## config.mk

```make
export PLATFORM = sky130hd
export DESIGN_NAME = branch_predictor_2lvl
export DESIGN_NICKNAME = d
export VERILOG_FILES = /design/src/rtl/branch_predictor_2lvl.sv
export SDC_FILE = /design/constraint.sdc
export NUM_CORES = 2
export LEC_CHECK = 0
export BUFFER_PORTS_ARGS = -buffer_cell sky130_fd_sc_hd__buf_2
export CORE_ASPECT_RATIO = 1.4
export CORE_MARGIN = 1
export CORE_UTILIZATION = 30
export CTS_BUF_LIST = sky130_fd_sc_hd__clkbuf_4 sky130_fd_sc_hd__clkbuf_8 sky130_fd_sc_hd__clkbuf_16
export DETAILED_ROUTE_END_ITERATION = 12
export GPL_TIMING_DRIVEN = 0
export PLACE_DENSITY = 0.56
export SETUP_SLACK_MARGIN = 0.15
export SYNTH_ARGS = -nofsm -noshare
export SYNTH_HDL_FRONTEND = slang
export SYNTH_SLANG_ARGS = --single-unit
```

## constraint.sdc

```tcl
create_clock -name clk -period 4.2 [get_ports clk]
set_input_delay 0.42 -clock clk [delete_from_list [all_inputs] [get_ports clk]]
set_output_delay 0.42 -clock clk [all_outputs]
set_load 0.005 [all_outputs]
```

## src/rtl/branch_predictor_2lvl.sv

```systemverilog
// ---------------------------------------------------------------------------
// branch_predictor_2lvl
//
// Two-level branch predictor for the fetch stage. A per-address branch
// history table (BHT) supplies the index into a pattern history table (PHT)
// of saturating counters. The PHT index is either the local history alone
// (INDEX_MODE=0) or the local history XOR the global history register
// (INDEX_MODE=1, gshare-style). Accuracy counters track resolved branches and
// mispredictions.
//
// Ports:
//   clk, rst_n          clock, asynchronous active-low reset
//   predict_valid       prediction request for predict_addr this cycle
//   predict_addr        low PC bits of the branch to predict
//   predict_out_valid   predict_result / predict_strong valid (1-cycle latency)
//   predict_result      1 = predicted taken
//   predict_strong      counter sits at a saturated end (0 or all-ones)
//   renew_valid         resolved branch update this cycle
//   renew_addr          low PC bits of the resolved branch
//   renew_result        actual outcome, 1 = taken
//   last_predict        prediction that was issued for the resolved branch
//   stat_total          number of renew events (saturating)
//   stat_miss           renew events with last_predict != renew_result
//   stat_clear          synchronous clear of both stat counters
//
// Valid semantics: predict_valid and renew_valid are single-cycle qualifiers
// with no backpressure; each is consumed at the rising edge where it is
// sampled high. predict_out_valid is high for exactly one cycle per accepted
// request, one edge later.
// ---------------------------------------------------------------------------
module branch_predictor_2lvl #(
  parameter int LOW_ADDR_WIDTH       = 8,
  parameter int BRANCH_HISTORY_WIDTH = 4,
  parameter int COUNTER_WIDTH        = 2,
  parameter int INDEX_MODE           = 0,
  parameter int STAT_WIDTH           = 16
) (
  input  logic                      clk,
  input  logic                      rst_n,
  input  logic                      predict_valid,
  input  logic [LOW_ADDR_WIDTH-1:0] predict_addr,
  output logic                      predict_out_valid,
  output logic                      predict_result,
  output logic                      predict_strong,
  input  logic                      renew_valid,
  input  logic [LOW_ADDR_WIDTH-1:0] renew_addr,
  input  logic                      renew_result,
  input  logic                      last_predict,
  output logic [STAT_WIDTH-1:0]     stat_total,
  output logic [STAT_WIDTH-1:0]     stat_miss,
  input  logic                      stat_clear
);

  localparam int BHT_DEPTH = 1 << LOW_ADDR_WIDTH;
  localparam int PHT_DEPTH = 1 << BRANCH_HISTORY_WIDTH;
  localparam int H         = BRANCH_HISTORY_WIDTH;

  localparam logic [COUNTER_WIDTH-1:0] CTR_MAX  = {COUNTER_WIDTH{1'b1}};
  // Weakly not-taken: 2^(C-1)-1, which is all-ones shifted right by one.
  localparam logic [COUNTER_WIDTH-1:0] CTR_INIT = CTR_MAX >> 1;
  localparam logic                     USE_GHR  = (INDEX_MODE != 0);

  logic [H-1:0]             bht [BHT_DEPTH];
  logic [COUNTER_WIDTH-1:0] pht [PHT_DEPTH];
  logic [H-1:0]             ghr;

  logic [H-1:0]             ghr_mix;
  logic [H-1:0]             pred_idx;
  logic [H-1:0]             renew_idx;
  logic [H-1:0]             renew_hist;
  logic [COUNTER_WIDTH-1:0] pred_ctr;
  logic [COUNTER_WIDTH-1:0] renew_ctr;
  logic [COUNTER_WIDTH-1:0] renew_ctr_next;

  // All reads come from the current (pre-update) state, so a same-cycle
  // predict and renew naturally see read-old behaviour with no bypass.
  assign ghr_mix    = USE_GHR ? ghr : '0;
  assign pred_idx   = bht[predict_addr] ^ ghr_mix;
  assign renew_hist = bht[renew_addr];
  assign renew_idx  = renew_hist ^ ghr_mix;
  assign pred_ctr   = pht[pred_idx];
  assign renew_ctr  = pht[renew_idx];

  always_comb begin
    renew_ctr_next = renew_ctr;
    if (renew_result) begin
      if (renew_ctr != CTR_MAX) renew_ctr_next = renew_ctr + 1'b1;
    end else begin
      if (renew_ctr != '0) renew_ctr_next = renew_ctr - 1'b1;
    end
  end

  // History and pattern tables.
  always_ff @(posedge clk or negedge rst_n) begin
    if (!rst_n) begin
      for (int i = 0; i < BHT_DEPTH; i++) bht[i] <= '0;
      for (int j = 0; j < PHT_DEPTH; j++) pht[j] <= CTR_INIT;
      ghr <= '0;
    end else if (renew_valid) begin
      pht[renew_idx]  <= renew_ctr_next;
      bht[renew_addr] <= {renew_hist[H-2:0], renew_result};
      ghr             <= {ghr[H-2:0], renew_result};
    end
  end

  // Registered prediction; result/strength hold when no request is made.
  always_ff @(posedge clk or negedge rst_n) begin
    if (!rst_n) begin
      predict_out_valid <= 1'b0;
      predict_result    <= 1'b0;
      predict_strong    <= 1'b0;
    end else begin
      predict_out_valid <= predict_valid;
      if (predict_valid) begin
        predict_result <= pred_ctr[COUNTER_WIDTH-1];
        predict_strong <= (pred_ctr == '0) || (pred_ctr == CTR_MAX);
      end
    end
  end

  // Accuracy counters; clear wins over a same-cycle increment.
  always_ff @(posedge clk or negedge rst_n) begin
    if (!rst_n) begin
      stat_total <= '0;
      stat_miss  <= '0;
    end else if (stat_clear) begin
      stat_total <= '0;
      stat_miss  <= '0;
    end else if (renew_valid) begin
      if (stat_total != {STAT_WIDTH{1'b1}}) stat_total <= stat_total + 1'b1;
      if ((last_predict != renew_result) && (stat_miss != {STAT_WIDTH{1'b1}}))
        stat_miss <= stat_miss + 1'b1;
    end
  end

endmodule
```

==> results.json <==
{
  "status": "finished with violations",
  "violations": "setup timing",
  "path_class": "input pin to register",
  "grt_use_total_pct": 37.5,
  "critPathTopFamily": "buffers and inverters",
  "initial_core_util_pct": 30.2,
  "mostFrequentLayoutCells": "dfrtp_1 (1,075), nor2_1 (554), nand2_1 (474)",
  "grt_max_degree": 151,
  "reg2reg_depth": 15,
  "path_buf_inv": 6,
  "period_needed_ns": 4.35,
  "dieArea_mm2": 0.197,
  "core_mm2": 0.194,
  "maxCapViolCount": 0,
  "syn_nets": 4922,
  "seq_area_frac_synth_pct": 46.7,
  "cp_common_cell": "buf_8",
  "finalCritPeriodShare_pct": 103,
  "end_kind": "register",
  "fmax_mhz": 230,
  "maxSlewViolCount": 0,
  "slew_headroom_pct": 3.45,
  "htreeDepth": 3,
  "ant_nets": 0,
  "fin_total_pwr_mw": 29.4,
  "required_ns": 4.89,
  "netlist_area_mm2": 0.0585,
  "vias": 50200,
  "drcViolationCount": 0,
  "die_h_um": 524,
  "r2r-end": "pht[3]",
  "met1_length_um": 124000,
  "place_congestion": 1.07,
  "hp-start": "stat_clear",
  "row_count": 191,
  "tritoncts": "done",
  "ff2ff_setup_slack_ns": -0.14,
  "synthCells": 4897,
  "ios": 58,
  "async_flop_share_pct": 100,
  "critical-path-max-stage-delay_ns": 0.80,
  "hold_path_class": "input pin to register",
  "hpwl_um": 264000,
  "numCtsBuffers": 114,
  "syn_area_per_cell_um2": 11.9,
  "layout_setup_ws_ns": -0.147,
  "start_kind": "input pin",
  "clk_latency_ns": 0.81,
  "fin_worst_skew_ns": 0.0406,
  "cts_sinks": 1091,
  "antenna_found_initial": 41,
  "dp_slack_ns": -4.87,
  "dr.first_iter.drc_count": 6359,
  "drive_above_1_share_pct": 34.7,
  "routed_wl_um": 368000,
  "grt_pass1_wl_um": 482000,
  "gr-total-overflow": 0,
  "port_buffers": 48,
  "highest_layer": "met5",
  "placed_area_mm2": 0.0625,
  "ys_ff_latch": 1091,
  "hold_path_end": "stat_total[12]",
  "ir_drop_uv": 345,
  "leakage_nw": 30.6,
  "wl_met2_um": 160000,
  "p_per_area_mw_per_mm2": 413,
  "whs_path_depth": 2,
  "fillers": 18900,
  "fp.dieW_um": 375,
  "nNetsFinal": 5262,
  "first_global_vias": 48000,
  "finalSetupViolCount": 50,
  "cp_slowest_cell": "nor2_1",
  "dp.cells": 7479,
  "synth_edf_count": 0,
  "r2r_start": "bht[318]",
  "clockBufferDepth": 3,
  "synth_top_flop_cell": "dfrtp_1",
  "met3WireLength_um": 38500,
  "via_per_inst": 6.37,
  "path_max_fanout": 10,
  "yosys_warnings": 0,
  "crit_path_cell_trace": "buf_8 > buf_12 > buf_8 > buf_8 > nor2b_1 > clkbuf_2 > nand2_2 > clkbuf_2 > nor2_1 > mux2_2",
  "arrival_ns": 5.04,
  "rsz0062_at_grt": "true",
  "worstMarginPinSlew_ns": 1.45,
  "instances_no_fill": 7886,
  "ys_types": 83,
  "clkSlewWorstSetupHoldPaths_ns": 0.06,
  "wire_per_inst_um": 46.7,
  "drt-pass1-iter-count": 6,
  "area_growth_pct": 21.7,
  "final_common_cell": "dfrtp_1",
  "clock-root-buffer": "clkbuf_16",
  "hold_violations": 0,
  "fin_area_mm2": 0.0712
}
-- sequential cells by signal, indices dropped and copies added (netlist names) --
signal / count
predict_strong: 1
predict_result: 1
bht: 1024
stat_miss: 16
stat_total: 16
predict_out_valid: 1
pht: 32
-- layer usage --
layer	track usage (%)	vias up
met4	37.1	15
met5	0.686	-
li1	-	19000
met1	42.1	26100
met2	54.9	3794
met3	12.4	1314
-- timing repair --
item	CTS	global route
hold endpoints to repair	77	0
gates resized for setup	638	133
buffers inserted	109	40
hold buffers	2	0
pin swaps	30	32
endpoints found under the setup margin	998	640
-- kinds of logic (layout without fill, tap and decap cells) --
kind of cell,count (synthesis),count (layout),synth area share [%]
xor+xnor,29,29,0.434
fa+ha+maj,2,2,0.0428
buf+inv,379,816,3.40
other cells,0,43,0
simple gates,1318,1318,9.46
mux,1160,1160,30.9
compound gates,918,918,9.02
flops,1091,1091,46.7
-- cells in the mapped netlist (23+ instances only) --
library cell | n | area share [%]
mux4_2 | 473 | 18
o21ai_0 | 286 | 2.4
buf_6 | 35 | 0.67
mux2_2 | 447 | 8.6
nor3_1 | 25 | 0.21
nand4_1 | 33 | 0.35
buf_2 | 73 | 0.62
a22oi_1 | 120 | 1.5
nor2_1 | 600 | 3.9
mux2i_1 | 238 | 4.1
a21oi_1 | 382 | 3.3
nor2b_1 | 23 | 0.25
nand2_1 | 481 | 3.1
nand3_1 | 75 | 0.64
dfrtp_1 | 1075 | 46
clkbuf_1 | 191 | 1.2
buf_4 | 47 | 0.60
-- final cells by class --
class	instances	area [um^2]	share of cell area, %
Sequential cell	1091	27300	38.4
Tap cell	2509	3140	4.41
Inverter	13	58.8	0.0826
Clock inverter	60	943	1.32
Multi-Input combinational cell	3427	30300	42.5
Timing Repair Buffer	224	2250	3.16
Clock buffer	153	3280	4.60
Buffer	366	3820	5.37
Antenna cell	43	108	0.151
-- worst max path at each step --
stage / from / to / slack (ns) / cells past startpoint
CTS: bht[23] / pht[10] / 0.06 / 13
finish: renew_addr[1] / bht[134] / -0.15 / 10
global route: bht[318] / pht[11] / -0.05 / 15
global placement: rst_n / stat_total[11] / -22.33 / 1
detailed placement: renew_addr[3] / bht[617] / -4.87 / 16
floorplan: predict_addr[0] / predict_result / 0.39 / 15
-- report_power, final --
group / internal (mW) / leakage [nW] / switching, mW
Sequential: 11.3 / 14.9 / 0.644
Clock: 6.79 / 2.09 / 4.88
Combinational: 2.11 / 13.5 / 3.70
Total: 20.2 / 30.6 / 9.22
-- per-stage QoR --
step           hold slack, ns   TNS, ns  utilization (%)
3_5_place_dp            0.368  -2984.40             32.3
5_1_grt                0.0580    -0.331             36.7
6_report               0.0196     -3.70             36.8
2_1_floorplan           0.124         0                -
3_3_place_gp            0.468         -             32.0
4_1_cts                0.0173         0             36.3
Power figures use the tool's default switching activity.
